--- src/rtl/cpu_pkg.sv ---
// Shared CPU definitions: word type, reset/NOP constants and PC helpers.
package cpu_pkg;

  typedef logic [31:0] word_t;

  localparam word_t RESET_PC = 32'h0000_0000;
  localparam word_t NOP_INST = 32'h0000_0000;
  localparam word_t PC_STEP  = 32'd4;

  // Word-align an address by clearing its byte-offset bits.
  function automatic word_t pc_align(input word_t a);
    return {a[31:2], 2'b00};
  endfunction

  // A target is misaligned when either byte-offset bit is set.
  function automatic logic pc_misaligned(input word_t a);
    return |a[1:0];
  endfunction

endpackage

--- src/rtl/if_id_reg.sv ---
// IF/ID pipeline register. Squash takes priority over hold; while squashed,
// the PC fields keep their previous values and only the instruction and
// valid bit are cleared.
module if_id_reg
  import cpu_pkg::*;
#(
  parameter word_t NOP = NOP_INST
) (
  input  logic        Clk,
  input  logic        Clrn,
  input  logic        hold,
  input  logic        squash,
  input  logic [31:0] inst_d,
  input  logic [31:0] pc_d,
  input  logic [31:0] pc_plus4_d,
  output logic [31:0] inst_q,
  output logic [31:0] pc_q,
  output logic [31:0] pc_plus4_q,
  output logic        valid_q
);

  // Load, squash or hold the IF/ID contents.
  always_ff @(posedge Clk or negedge Clrn) begin
    if (!Clrn) begin
      inst_q     <= NOP;
      pc_q       <= '0;
      pc_plus4_q <= '0;
      valid_q    <= 1'b0;
    end else if (squash) begin
      inst_q  <= NOP;
      valid_q <= 1'b0;
    end else if (!hold) begin
      inst_q     <= inst_d;
      pc_q       <= pc_d;
      pc_plus4_q <= pc_plus4_d;
      valid_q    <= 1'b1;
    end
  end

endmodule

--- src/rtl/inst_fetch.sv ---
// Instruction-fetch stage: PC register, next-PC selection, sticky
// misaligned-target flag and delivered-instruction counter. The PC is
// deliberately never masked to ROM size; the ROM aliases on its own.
module inst_fetch
  import cpu_pkg::*;
#(
  parameter word_t RESET_PC_P = RESET_PC,
  parameter word_t NOP_INST_P = NOP_INST
) (
  input  logic        Clk,
  input  logic        Clrn,
  output logic [31:0] Addr,
  input  logic [31:0] Inst,
  input  logic        Stall,
  input  logic        Redirect,
  input  logic [31:0] RedirectPc,
  output logic [31:0] IdInst,
  output logic [31:0] IdPc,
  output logic [31:0] IdPcPlus4,
  output logic        IdValid,
  output logic        AddrErr,
  output logic [31:0] FetchCount
);

  word_t pc, pc_next, pc_plus4;
  logic  advance;

  assign Addr     = pc;
  assign pc_plus4 = pc + PC_STEP;
  assign advance  = !Redirect && !Stall;

  // Next PC: redirect beats stall, stall beats sequential advance.
  always_comb begin
    pc_next = pc;
    if (Redirect)     pc_next = pc_align(RedirectPc);
    else if (!Stall)  pc_next = pc_plus4;
  end

  // PC register.
  always_ff @(posedge Clk or negedge Clrn) begin
    if (!Clrn) pc <= RESET_PC_P;
    else       pc <= pc_next;
  end

  // Sticky misaligned-redirect flag, cleared only by reset.
  always_ff @(posedge Clk or negedge Clrn) begin
    if (!Clrn)                                   AddrErr <= 1'b0;
    else if (Redirect && pc_misaligned(RedirectPc)) AddrErr <= 1'b1;
  end

  // Count instructions actually handed to ID.
  always_ff @(posedge Clk or negedge Clrn) begin
    if (!Clrn)        FetchCount <= '0;
    else if (advance) FetchCount <= FetchCount + 32'd1;
  end

  if_id_reg #(.NOP(NOP_INST_P)) u_if_id (
    .Clk        (Clk),
    .Clrn       (Clrn),
    .hold       (Stall),
    .squash     (Redirect),
    .inst_d     (Inst),
    .pc_d       (pc),
    .pc_plus4_d (pc_plus4),
    .inst_q     (IdInst),
    .pc_q       (IdPc),
    .pc_plus4_q (IdPcPlus4),
    .valid_q    (IdValid)
  );

endmodule

--- config.mk ---
export PLATFORM = sky130hd
export DESIGN_NAME = inst_fetch
export DESIGN_NICKNAME = d
export VERILOG_FILES = /design/src/rtl/cpu_pkg.sv /design/src/rtl/if_id_reg.sv /design/src/rtl/inst_fetch.sv
export SDC_FILE = /design/constraint.sdc
export NUM_CORES = 1
export LEC_CHECK = 0
export CAP_MARGIN = 20
export CORE_MARGIN = 2
export CORE_UTILIZATION = 51
export CTS_CLUSTER_SIZE = 20
export DETAILED_ROUTE_END_ITERATION = 10
export PLACE_DENSITY = 0.93
export SYNTH_ARGS = -nofsm -noshare
export SYNTH_HDL_FRONTEND = slang
export SYNTH_HIERARCHICAL = 1
export SYNTH_SLANG_ARGS = --single-unit
export TNS_END_PERCENT = 100
--- constraint.sdc ---
create_clock -name Clk -period 3.79 [get_ports Clk]
set_input_delay 0.758 -clock Clk [delete_from_list [all_inputs] [get_ports Clk]]
set_output_delay 0.758 -clock Clk [all_outputs]
set_load 0.005 [all_outputs]
### Yosys cells after proc, flatten, opt, wreduce, memory -nomap -nowiden

Cells that the tools add are included.

* add/sub/neg operators: 2
* eq/ne operators: 1
* mux-type cells: 6
* bitwise gates (word level): 2
* reduce and logical (&&, ||, !) cells: 6

Operators with widths (number)
* $mux 32: 4
* $add 32x1->32 const B: 1
* $add 32x3->32 const B: 1
* $logic_and 1x1->1: 2
* $logic_not 1->1: 2
* $mux 1: 2
* $ne 2x1->1 const B: 1
* $not 1->1: 2
* $reduce_and 2->1: 1
* $reduce_or 2->1: 1

* register bits after elaboration: 162
* input port bits: 68
* output and inout bits: 162
* word-level logic and storage cells: 24

### Logic depth before layout (Yosys ltp)

* word-level depth: 3
* depth in mapped cells: 7

### Cells and area by module

The synthesis kept the hierarchy.

Modules (own cells, without submodules)
* if_id_reg: times used 1, cells each 242, area an instance 3731.1 sq um, seq. area each 2427.3 sq um
* inst_fetch: times used 1, cells each 384, area an instance 3717.3 sq um, seq. area each 1576.5 sq um

### Worst setup path after synthesis

Ideal clock, no wire load.

* path type: input -> register
* start: input port Stall
* end: register FetchCount[26]
* setup time: 123 ps
* arrival time: 2004 ps
* setup slack: 1663 ps
* stages: 6
* buffers on the path: 1
* cell sequence: buf_6 > or2_4 > nor4_4 > and4_1 > nand4_1 > xnor2_1

* longest elaborated chain between the ends: 2

Ends and longest elaborated chain
* from (decl): line inst_fetch.sv:14 `input logic Stall,`
* $logic_not 1->1
* $logic_and 1x1->1: line inst_fetch.sv:30 `assign advance = !Redirect && !Stall;`
* to (signal assigned): line inst_fetch.sv:54 `else if (advance) FetchCount <= FetchCount + 32'd1;`
* to (decl): line inst_fetch.sv:22 `output logic [31:0] FetchCount`

Every way passes these cells.
A chain may end at the register's enable or synchronous reset.

### Worst setup path in the final report

* start: register pc[2], in the netlist Addr[2]
* end: register u_if_id.pc_plus4_q[30]

* longest elaborated chain between the ends: 1

Ends and longest elaborated chain
* from (decl): line inst_fetch.sv:25 `word_t pc, pc_next, pc_plus4;`
* from (signal assigned): line inst_fetch.sv:42 `else pc <= pc_next;`
* $add 32x3->32: line inst_fetch.sv:29 `assign pc_plus4 = pc + PC_STEP;`
* net pc_plus4[30]: line inst_fetch.sv:25
* to (signal assigned): line if_id_reg.sv:35 `pc_plus4_q <= pc_plus4_d;`
* to (decl): line if_id_reg.sv:18 `output logic [31:0] pc_plus4_q,`

The timed path passes the listed nets, and every way through them passes these cells.

==> flow_metrics.py <==
metrics = {
    "status": {
        "status": "finished, final reports clean",
    },
    "sta": {
        "setup_viol": 0,
        "worstMarginPinSlew_ns": 0.957,
        "rsz0062_at_grt": "no",
        "relSlewSlack": 0.362,
        "period_needed_ns": 2.44,
        "clock_skew_ns": 0.0104,
        "timing.final.crit_share": 0.643,
        "maxSlewViolCount": 0,
        "setup-tns-final_ns": 0,
        "fmax_mhz": 410,
        "setup_ws_ns": 1.35,
        "hold_viol": 0,
    },
    "clock_network": {
        "cts_tree": "done",
        "clock_latency_ns": 0.42,
        "clkTransAtPathRegs_ns": 0.06,
        "hold_buffers": 0,
        "clock_path_buffers": 2,
        "htree_num_levels": 4,
        "clock_sinks": 160,
        "cts_setup_buffers": 0,
        "cts_buffers": 17,
        "clockRootBuffer": "clkbuf_16",
        "cts_resized": 0,
    },
    "logic_synthesis": {
        "synth_top_family_by_area": "simple AND/OR/NAND/NOR gates",
        "synthCells": 626,
        "synth_edf_count": 0,
        "synth.yosys.seq_area_share": 0.538,
        "yosys.area.top_type_share": 0.538,
        "synthTopCellsByArea": "dfrtp_1 54%, mux2_2 9.4%, xnor2_1 6.7%",
        "synth_xor_area_frac": 0.103,
        "synthMuxAreaShare": 0.146,
        "async_flop_share": 1.00,
        "yosys.area_share.simple": 0.158,
        "syn_area_per_cell_um2": 11.9,
        "yosysTopAreaCell": "dfrtp_1",
        "ys_warn_count": 6,
        "ys_ff_latch": 160,
        "syn_area_um2": 7450,
        "yosys_most_used_dff": "dfrtp_1",
        "synth.distinct_cells": 43,
        "synth_compound_area_frac": 0.0202,
        "synthAdderAreaFrac": 0.00336,
    },
    "power_and_ir_drop": {
        "ir_worst_vdd_mv": 0.310,
        "switching_power_mw": 1.19,
        "leakage_nw": 4.48,
        "internal_power_mw": 3.55,
        "power_frac_seq": 0.449,
        "netSwitchingFraction": 0.251,
        "comb_power_share": 0.200,
        "powerDensity_nw_per_um2": 457,
        "clkPwrFrac": 0.351,
    },
    "global_routing": {
        "grt_max_degree": 96,
        "overflow": 0,
        "grt_pass1_vias": 5818,
        "grt_pass1_wl_um": 31100,
        "antenna_found_initial": 0,
        "track_usage": 0.250,
    },
    "detailed_routing": {
        "drt_iter0_drc": 311,
        "routed_wl_um": 18700,
        "dr.pass1.iters": 4,
        "via_per_inst": 5.41,
        "routed-wl-met2_um": 9240,
        "m1WireLength_um": 8030,
        "wl_met3_um": 974,
        "vias": 5643,
        "wl_per_cell_um": 18.0,
        "antenna_left": 0,
        "top_layer_used": "met4",
        "drcViolationCount": 0,
    },
    "worst_setup_path": {
        "r2r_slack_ns": 1.35,
        "r2r-start": "Addr[2]$_DFFE_PN0N_",
        "crit_chain": "ha_1 > nand3_2 > nor4_4 > and2_1 > nand4_1 > xnor2_1 > mux2_2",
        "critPathRequiredTime_ns": 4.09,
        "critical_path_class": "register to register",
        "regToRegEndpoint": "u_if_id/pc_plus4_q[30]$_DFFE_PN0P_",
        "cp_data_arrival_time_ns": 2.74,
        "worst_setup_path_end_kind": "register",
        "rr_worst_depth": 7,
        "slowest_delay_ns": 0.48,
        "critPathSlowestCell": "dfrtp_1",
        "crit_path_max_fanout": 10,
        "crit_path_start_kind": "register",
    },
    "place": {
        "dp_hpwl_um": 13000,
        "place_congestion": 0.833,
        "port_buffers": 227,
        "place_ws_ns": 1.04,
        "dp.cells": 1014,
    },
    "floorplanning": {
        "die_y_um": 125,
        "coreArea_um2": 14400,
        "die-area_um2": 15600,
        "start_util": 0.516,
        "die_w_um": 125,
        "ios": 230,
        "rows": 44,
    },
    "cells_and_area": {
        "n_fill_cell": 1031,
        "final_cell_mix": "224 x clkdlybuf4s50_1, 160 x dfrtp_1, 62 x mux2_2",
        "layout_commonest_cell": "clkdlybuf4s50_1",
        "final-instance-count-excl-fill": 1043,
        "diodes": 0,
        "drive_gt1_frac": 0.129,
        "final_net_count": 919,
        "area_growth_syn_to_layout_pct": 39.1,
    },
    "run": {
        "maxCapViolations": 0,
    },
    "worst_hold_path": {
        "min_path_type": "primary input to asynchronous set/reset pin",
    },
}
-- worst max-delay path by stage --
stage,startpoint,cells past startpoint,end
global placement,Redirect,6,FetchCount[26]$_DFFE_PN0P_
floorplan,Stall,6,FetchCount[26]$_DFFE_PN0P_
CTS,Addr[2]$_DFFE_PN0N_,7,u_if_id/pc_plus4_q[30]$_DFFE_PN0P_
global route,Addr[2]$_DFFE_PN0N_,7,u_if_id/pc_plus4_q[30]$_DFFE_PN0P_
detailed placement,Redirect,6,FetchCount[26]$_DFFE_PN0P_
finish,Addr[2]$_DFFE_PN0N_,7,u_if_id/pc_plus4_q[30]$_DFFE_PN0P_
-- power groups by stage --
stage                     combinational (mW)  sequential (mW)  clock (mW)
after floorplan                        0.346             2.12           0
after global placement                 0.920             2.14           0
after detailed placement               0.946             2.15           0
after CTS                              0.961             2.13        1.68
after global routing                    1.02             2.16        1.76
final                                  0.948             2.13        1.66
-- Yosys cell counts (2+ instances only) --
library cell  count
nor3_1            4
nand2_1          53
buf_4             6
and2_1            3
nand4_1          25
o21ai_0          26
xnor2_1          57
nor4_4            4
mux2_2           62
clkbuf_2          3
buf_2             6
and4_1           13
clkbuf_1         13
nor4b_2           2
inv_1             5
o21ai_1           3
nand3_2           2
mux2i_1          33
ha_1              2
mux2_1            5
nand3_1          21
and3_1           15
buf_6             7
dfrtp_1         160
xor2_1           31
nor2_1           47
nand2b_1          2
-- final cells by class --
cell class | count | area (um2) | area share
sequential | 160 | 4000 | 0.386
multi-input combinational | 431 | 3230 | 0.311
timing repair buffer | 234 | 2320 | 0.224
clock buffer | 23 | 478 | 0.0461
tap | 184 | 230 | 0.0222
clock inverter | 6 | 83.8 | 0.00809
inverter | 5 | 18.8 | 0.00181
-- cells by family after synthesis --
logic type	after synthesis
and+or+nand+nor	205
DFF	160
muxes	100
xor gates and xnor gates	88
buffers and inverters	40
AOI/OAI and AO/OA	30
adders and majority gates	2
other	1
-- critical path: cells and delay by family (launching register included) --
kind	cells	cell delay [ns]
simple gates	4	1.13
flops	1	0.48
xor+xnor	1	0.17
mux	1	0.27
fa+ha+maj	1	0.27
-- per-layer routing --
layer / track usage / vias to the layer above
met5: 0 / -
met4: 0.101 / 0
met3: 0.0485 / 37
met2: 0.413 / 220
met1: 0.325 / 2791
li1: - / 2595
-- registers in the layout, summed over array words and instances (netlist names) --
name,cells
FetchCount,32
u_if_id/pc_q,32
Addr,30
AddrErr,1
u_if_id/pc_plus4_q,32
u_if_id/valid_q,1
u_if_id/inst_q,32
-- through the flow --
step                      power (mW)  utilization  cell area [um2]  hold WS [ns]
after floorplan                 2.46            -             7470         0.459
after global placement          3.06        0.679             9800         0.451
after detailed placement        3.10        0.679             9800         0.463
after CTS                       4.77        0.718            10400         0.413
after global routing            4.94        0.718            10400         0.437
final                           4.74        0.718            10400         0.387
Note: power is estimated with default switching activity, not from simulation.
